### config.mk
export PLATFORM = sky130hd
export DESIGN_NAME = primitive_assembler
export DESIGN_NICKNAME = d
export VERILOG_FILES = /design/src/rtl/primitive_assembler.sv
export SDC_FILE = /design/constraint.sdc
export NUM_CORES = 2
export LEC_CHECK = 0
export BUFFER_PORTS_ARGS = -buffer_cell sky130_fd_sc_hd__buf_2
export CAP_MARGIN = 5
export CORE_MARGIN = 2
export CORE_UTILIZATION = 35
export CTS_BUF_LIST = sky130_fd_sc_hd__clkbuf_8
export CTS_CLUSTER_DIAMETER = 150
export CTS_CLUSTER_SIZE = 25
export DETAILED_ROUTE_END_ITERATION = 8
export HOLD_SLACK_MARGIN = 0.1
export PLACE_DENSITY = 0.56
export SETUP_SLACK_MARGIN = 0.5
export SLEW_MARGIN = 10
export SYNTH_ARGS = -nofsm -noshare
export SYNTH_HDL_FRONTEND = slang
export SYNTH_SLANG_ARGS = --single-unit
export TNS_END_PERCENT = 1
### constraint.sdc
create_clock -name I_CLOCK -period 10.15 [get_ports I_CLOCK]
set_clock_uncertainty 0.05 [all_clocks]
set_input_delay 2.03 -clock I_CLOCK [delete_from_list [all_inputs] [get_ports I_CLOCK]]
set_output_delay 2.03 -clock I_CLOCK [all_outputs]
set_load 0.05 [all_outputs]
### src/rtl/primitive_assembler.sv
// Primitive assembler: groups vertex events into list/strip/fan triangles
// and queues them in a small FIFO for the rasterizer.
// Handshakes: an event is taken on a falling clock edge when I_LOCK & O_Ready.
// A triangle leaves on a falling edge when O_TriValid & I_TriReady.
module primitive_assembler #(
  parameter int DATA_WIDTH = 16,
  parameter int FIFO_DEPTH = 4
) (
  input  logic                      I_CLOCK,
  input  logic                      I_RESET_N,
  input  logic                      I_LOCK,
  input  logic                      I_BeginValid,
  input  logic [3:0]                I_Type,
  input  logic                      I_VertexValid,
  input  logic [4*DATA_WIDTH-1:0]   I_Vertex,
  input  logic [4*DATA_WIDTH-1:0]   I_Color,
  input  logic                      I_EndValid,
  output logic                      O_Ready,
  output logic                      O_TriValid,
  output logic [4*DATA_WIDTH-1:0]   O_TriV0,
  output logic [4*DATA_WIDTH-1:0]   O_TriV1,
  output logic [4*DATA_WIDTH-1:0]   O_TriV2,
  output logic [4*DATA_WIDTH-1:0]   O_TriC0,
  output logic [4*DATA_WIDTH-1:0]   O_TriC1,
  output logic [4*DATA_WIDTH-1:0]   O_TriC2,
  input  logic                      I_TriReady,
  output logic                      O_Busy,
  output logic                      O_Error,
  input  logic                      I_ErrClear,
  output logic [15:0]               O_TriCount,
  output logic                      dbg_state
);

  localparam int VW = 4 * DATA_WIDTH;
  localparam int EW = 6 * VW;
  localparam int AW = $clog2(FIFO_DEPTH);

  localparam logic [3:0] T_LIST  = 4'h0;
  localparam logic [3:0] T_STRIP = 4'h1;
  localparam logic [3:0] T_FAN   = 4'h2;

  typedef enum logic {IDLE = 1'b0, OPEN = 1'b1} state_t;

  state_t          state, next_state;
  logic [3:0]      prim_type;
  logic            type_ok;
  logic [1:0]      n;
  logic            parity;
  // h0 is the first vertex of the primitive (fan anchor); p/q are the two most recent.
  logic [VW-1:0]   h0_pos, h0_col, p_pos, p_col, q_pos, q_col;
  logic [AW:0]     wr_ptr, rd_ptr, count;
  logic [EW-1:0]   mem [FIFO_DEPTH];
  logic [EW-1:0]   head, push_data;
  logic            accept, do_begin, do_end, do_vertex;
  logic            push, pop, err_set;

  // Entry layout: {c2, c1, c0, v2, v1, v0}.
  function automatic logic [EW-1:0] pack_tri(
    input logic [VW-1:0] a_pos, input logic [VW-1:0] a_col,
    input logic [VW-1:0] b_pos, input logic [VW-1:0] b_col,
    input logic [VW-1:0] c_pos, input logic [VW-1:0] c_col);
    return {c_col, b_col, a_col, c_pos, b_pos, a_pos};
  endfunction

  assign O_Ready    = (count < (AW+1)'(FIFO_DEPTH));
  assign O_TriValid = (wr_ptr != rd_ptr);
  assign pop        = O_TriValid & I_TriReady;
  assign O_Busy     = (state == OPEN) | O_TriValid;
  assign dbg_state  = state;

  // Event decode: Begin beats End beats Vertex; at most one acts per edge.
  always_comb begin
    accept    = I_LOCK & O_Ready;
    do_begin  = accept & I_BeginValid;
    do_end    = accept & ~I_BeginValid & I_EndValid;
    do_vertex = accept & ~I_BeginValid & ~I_EndValid & I_VertexValid;
  end

  // FSM register.
  always_ff @(negedge I_CLOCK or negedge I_RESET_N) begin
    if (!I_RESET_N) state <= IDLE;
    else            state <= next_state;
  end

  // FSM next state plus protocol-error detection.
  always_comb begin
    next_state = state;
    err_set    = 1'b0;
    if (do_begin) begin
      next_state = OPEN;
      if (state == OPEN || I_Type > T_FAN || I_EndValid || I_VertexValid) err_set = 1'b1;
    end else if (do_end) begin
      if (state == OPEN) next_state = IDLE;
      else               err_set    = 1'b1;
      if (I_VertexValid) err_set = 1'b1;
    end else if (do_vertex && state == IDLE) begin
      err_set = 1'b1;
    end
  end

  // Triangle formation from history plus the incoming vertex.
  always_comb begin
    push      = 1'b0;
    push_data = '0;
    if (do_vertex && state == OPEN && type_ok && n >= 2'd2) begin
      push = 1'b1;
      case (prim_type)
        T_LIST:  push_data = pack_tri(p_pos, p_col, q_pos, q_col, I_Vertex, I_Color);
        T_STRIP: push_data = parity ? pack_tri(q_pos, q_col, p_pos, p_col, I_Vertex, I_Color)
                                    : pack_tri(p_pos, p_col, q_pos, q_col, I_Vertex, I_Color);
        default: push_data = pack_tri(h0_pos, h0_col, q_pos, q_col, I_Vertex, I_Color);
      endcase
    end
  end

  // Primitive context: type, vertex index, strip parity and vertex history.
  always_ff @(negedge I_CLOCK or negedge I_RESET_N) begin
    if (!I_RESET_N) begin
      prim_type <= T_LIST;
      type_ok   <= 1'b0;
      n         <= 2'd0;
      parity    <= 1'b0;
      h0_pos    <= '0;
      h0_col    <= '0;
      p_pos     <= '0;
      p_col     <= '0;
      q_pos     <= '0;
      q_col     <= '0;
    end else if (do_begin) begin
      prim_type <= I_Type;
      type_ok   <= (I_Type <= T_FAN);
      n         <= 2'd0;
      parity    <= 1'b0;
      h0_pos    <= '0;
      h0_col    <= '0;
      p_pos     <= '0;
      p_col     <= '0;
      q_pos     <= '0;
      q_col     <= '0;
    end else if (do_end) begin
      n      <= 2'd0;
      parity <= 1'b0;
    end else if (do_vertex && state == OPEN) begin
      p_pos <= q_pos;
      p_col <= q_col;
      q_pos <= I_Vertex;
      q_col <= I_Color;
      if (n == 2'd0) begin
        h0_pos <= I_Vertex;
        h0_col <= I_Color;
      end
      if (push && prim_type == T_LIST) n <= 2'd0;
      else if (n != 2'd3)              n <= n + 2'd1;
      if (push && prim_type == T_STRIP) parity <= ~parity;
    end
  end

  // FIFO pointers, occupancy and popped-triangle counter.
  always_ff @(negedge I_CLOCK or negedge I_RESET_N) begin
    if (!I_RESET_N) begin
      wr_ptr     <= '0;
      rd_ptr     <= '0;
      count      <= '0;
      O_TriCount <= 16'd0;
    end else begin
      if (push) wr_ptr <= wr_ptr + (AW+1)'(1);
      if (pop) begin
        rd_ptr     <= rd_ptr + (AW+1)'(1);
        O_TriCount <= O_TriCount + 16'd1;
      end
      if (push && !pop)      count <= count + (AW+1)'(1);
      else if (!push && pop) count <= count - (AW+1)'(1);
    end
  end

  // FIFO storage; contents are don't-care until written since the head is gated.
  always_ff @(negedge I_CLOCK) begin
    if (push) mem[wr_ptr[AW-1:0]] <= push_data;
  end

  // Sticky error flag; a new error beats a clear in the same cycle.
  always_ff @(negedge I_CLOCK or negedge I_RESET_N) begin
    if (!I_RESET_N)      O_Error <= 1'b0;
    else if (err_set)    O_Error <= 1'b1;
    else if (I_ErrClear) O_Error <= 1'b0;
  end

  assign head = O_TriValid ? mem[rd_ptr[AW-1:0]] : '0;
  assign {O_TriC2, O_TriC1, O_TriC0, O_TriV2, O_TriV1, O_TriV0} = head;

endmodule

==> reports/metrics.cfg <==
[status]
status=complete, no violations

[clock_network]
clk_path_buf_depth=3
cts_hold_buf=0
cts_tree=yes
numCtsBuffers=88
clk_latency_ps=800
htreeDepth=3
clk_pin_slew_worst_paths_ps=100
cts_sinks=1955
clk_root_buffer_cell=clkbuf_8

[critical_path]
cp-start-kind=register
path_cells=buf_6 -> buf_16 -> buf_16 -> buf_6 -> buf_16 -> mux4_2 -> and2_4 -> buf_6
critPathTopFamily=buffers and inverters
regToRegSetupSlack_ps=6360
crit_arrival_ps=7990
path_class=register to output pin
end_kind=output pin
cp_slowest_stage_delay_ps=540
crit_slowest_cell=mux4_2
worst-path-buf-inv=6
crit_fanout=7
critPathRequiredTime_ps=8070

[final_layout]
final_cell_mix=1,556 x inv_1, 1,536 x edfxtp_1, 1,039 x nand2_1, 419 x dfrtn_1, 384 x mux4_2
fillerInstances=21300
area_growth_pct=23.1
multi_input_area_um2=22900
seqCellArea_um2=56600
postLayoutCellArea_um2=99300
final_nets=7475
drive_gt1_frac=0.218
final_util=0.432
mostFrequentLayoutCell=inv_1

[die]
core_um2=230000
fp-row-count=176
fp.dieArea_um2=234000
start_util=0.351
ios=545
die_h_um=484
die_width_um=484

[routing]
drcViolationCount=0
routed_via_density=4.97
dr.first_iter.drc_count=4154
firstDrtPassIters=5
wl_per_cell_um=22.2
drtAntennaViolNets=0
drt_wl_total_um=231000
via_count=51800

[logic_synthesis]
yosysWarnings=0
synthXorXnorAreaFrac=0.00271
synth_top_area_frac=0.572
yosys.area_share.adder=0.00180
synth_area_per_cell_um2=15.3
syn_nets=5428
synth_edf_count=1536
muxShareOfSynthArea=0.124
netlist_area_um2=80700
synth_area_leaders=edfxtp_1 57%, dfrtn_1 13%, mux4_2 11%
synth_ff_type=edfxtp_1
netlist.top_cell.by_area=edfxtp_1
ys_ff_latch=1955
synth_simple_gate_area_frac=0.113
ys_types=41
seq_area_frac_synth=0.702
synth-compound-area-share=0.0359
synth_top_family_by_area=multiplexers
async_reset_ff_frac=0.214
synthCells=5277

[global_route]
grt_use_met2=0.317
antenna_found_initial=32
grt_usage=0.193
gr-usage-met3=0.0458
grt_overflow=0
grt_max_degree=137
grt_busiest_layer=met2
grt_pass1_wl_um=338000
grt_pass1_vias=52800
met1_usage=0.253

[power_and_ir_drop]
p_leak_nw=45.9
power_density_nw_per_um2=240
power_mw=23.9
worst_ir_drop_vdd_uv=249

[placement]
place_congestion=0.766
dpl-instance-area_um2=88300
dp_hpwl_um=140000
port_buffers=544

[sta]
report.final.slew_viol_count=0
slew_headroom=0.222
tightestPinTransition_ps=1170
rsz0062_at_grt=yes
hold_violations=0
tns_ps=0
setup_viol=0

[min_path]
hold_path.class=register to register

[job]
drv_cap=0

## metrics by stage
stage	cells	setup slack, ps	hold slack [ps]
finish	10400	84.0	378
floorplan	5277	-1320	354
global placement	8671	393	372
CTS	10400	0.814	384
detailed placement	8671	351	377
global route	10400	-52.2	399
## kinds of logic after synthesis
| kind of cell | Yosys count |
|---|---|
| buffers and inverters | 381 |
| AO/OA/AOI/OAI | 399 |
| XOR/XNOR | 25 |
| adder cells (fa/ha/maj) | 11 |
| AND/OR/NAND/NOR | 1986 |
| multiplexers | 520 |
| flip-flops | 1955 |
## Yosys cell counts, types with 14 or more instances
cell type  number
edfxtp_1     1536
nand2_1      1041
and2_1        516
dfrtn_1       419
mux4_2        384
nand3_1       263
clkbuf_1      257
nor2_1        134
o21ai_0       134
a21oi_1       131
mux2i_1       128
a211oi_2      112
buf_2          60
buf_1          35
a211oi_1       16
buf_6          14
## state kept, by name, indices dropped and copies added, names as in the netlist
name / count
n: 2
count: 3
O_TriCount: 16
mem: 1536
h0_pos: 64
p_col: 64
dbg_state: 1
q_col: 64
O_Error: 1
rd_ptr: 3
q_pos: 64
p_pos: 64
parity: 1
prim_type: 4
wr_ptr: 3
h0_col: 64
type_ok: 1
## final timing paths
check | to | cells after the start | from
max | O_TriC1[40] | 8 | rd_ptr[0]$_DFFE_NN0P_
min | h0_col[28]$_DFFE_NN0P_ | 2 | h0_col[28]$_DFFE_NN0P_
max reg2reg | mem[0][11]$_DFFE_NP_ | 5 | parity$_DFFE_NN0P_
min reg2reg | h0_col[28]$_DFFE_NN0P_ | 2 | h0_col[28]$_DFFE_NN0P_
max in group asynchronous | q_col[48]$_DFFE_NN0P_ | 3 | I_RESET_N
min in group asynchronous | p_pos[12]$_DFFE_NN0P_ | 1 | I_RESET_N
## power by group
group | internal [mW] | switching [mW]
Sequential | 8.98 | 0.282
Clock | 1.84 | 3.92
Combinational | 3.54 | 5.30
Total | 14.4 | 9.50
## layout make-up
type                            count  area share
Sequential cell                  1955       0.570
Multi-Input combinational cell   2941       0.231
Timing Repair Buffer              791      0.0844
Clock inverter                   1587      0.0627
Tap cell                         3026      0.0381
Clock buffer                       93      0.0129
Inverter                            9    0.000554
Antenna cell                       12    0.000302
Timing Repair inverter              2    0.000290
## tightest hold or removal path, cell delays in order, from the launching register on
cell and delay (ps):
dfrtn_1 420, nand2_1 50, o21ai_0 60
## metal layers
metal	up-vias	wire length (um)
li1	23400	-
met1	26500	96200
met2	1593	113000
met3	234	15600
met4	24	5890
met5	-	139
## timing repair
action,CTS,global route
endpoints found under the hold margin,0,0
buffers inserted,25,2
setup endpoints to repair,385,386
gates cloned,24,3
resized for setup,189,774
pin swaps,1,41
No activity file was read; power rests on OpenSTA's default activity.
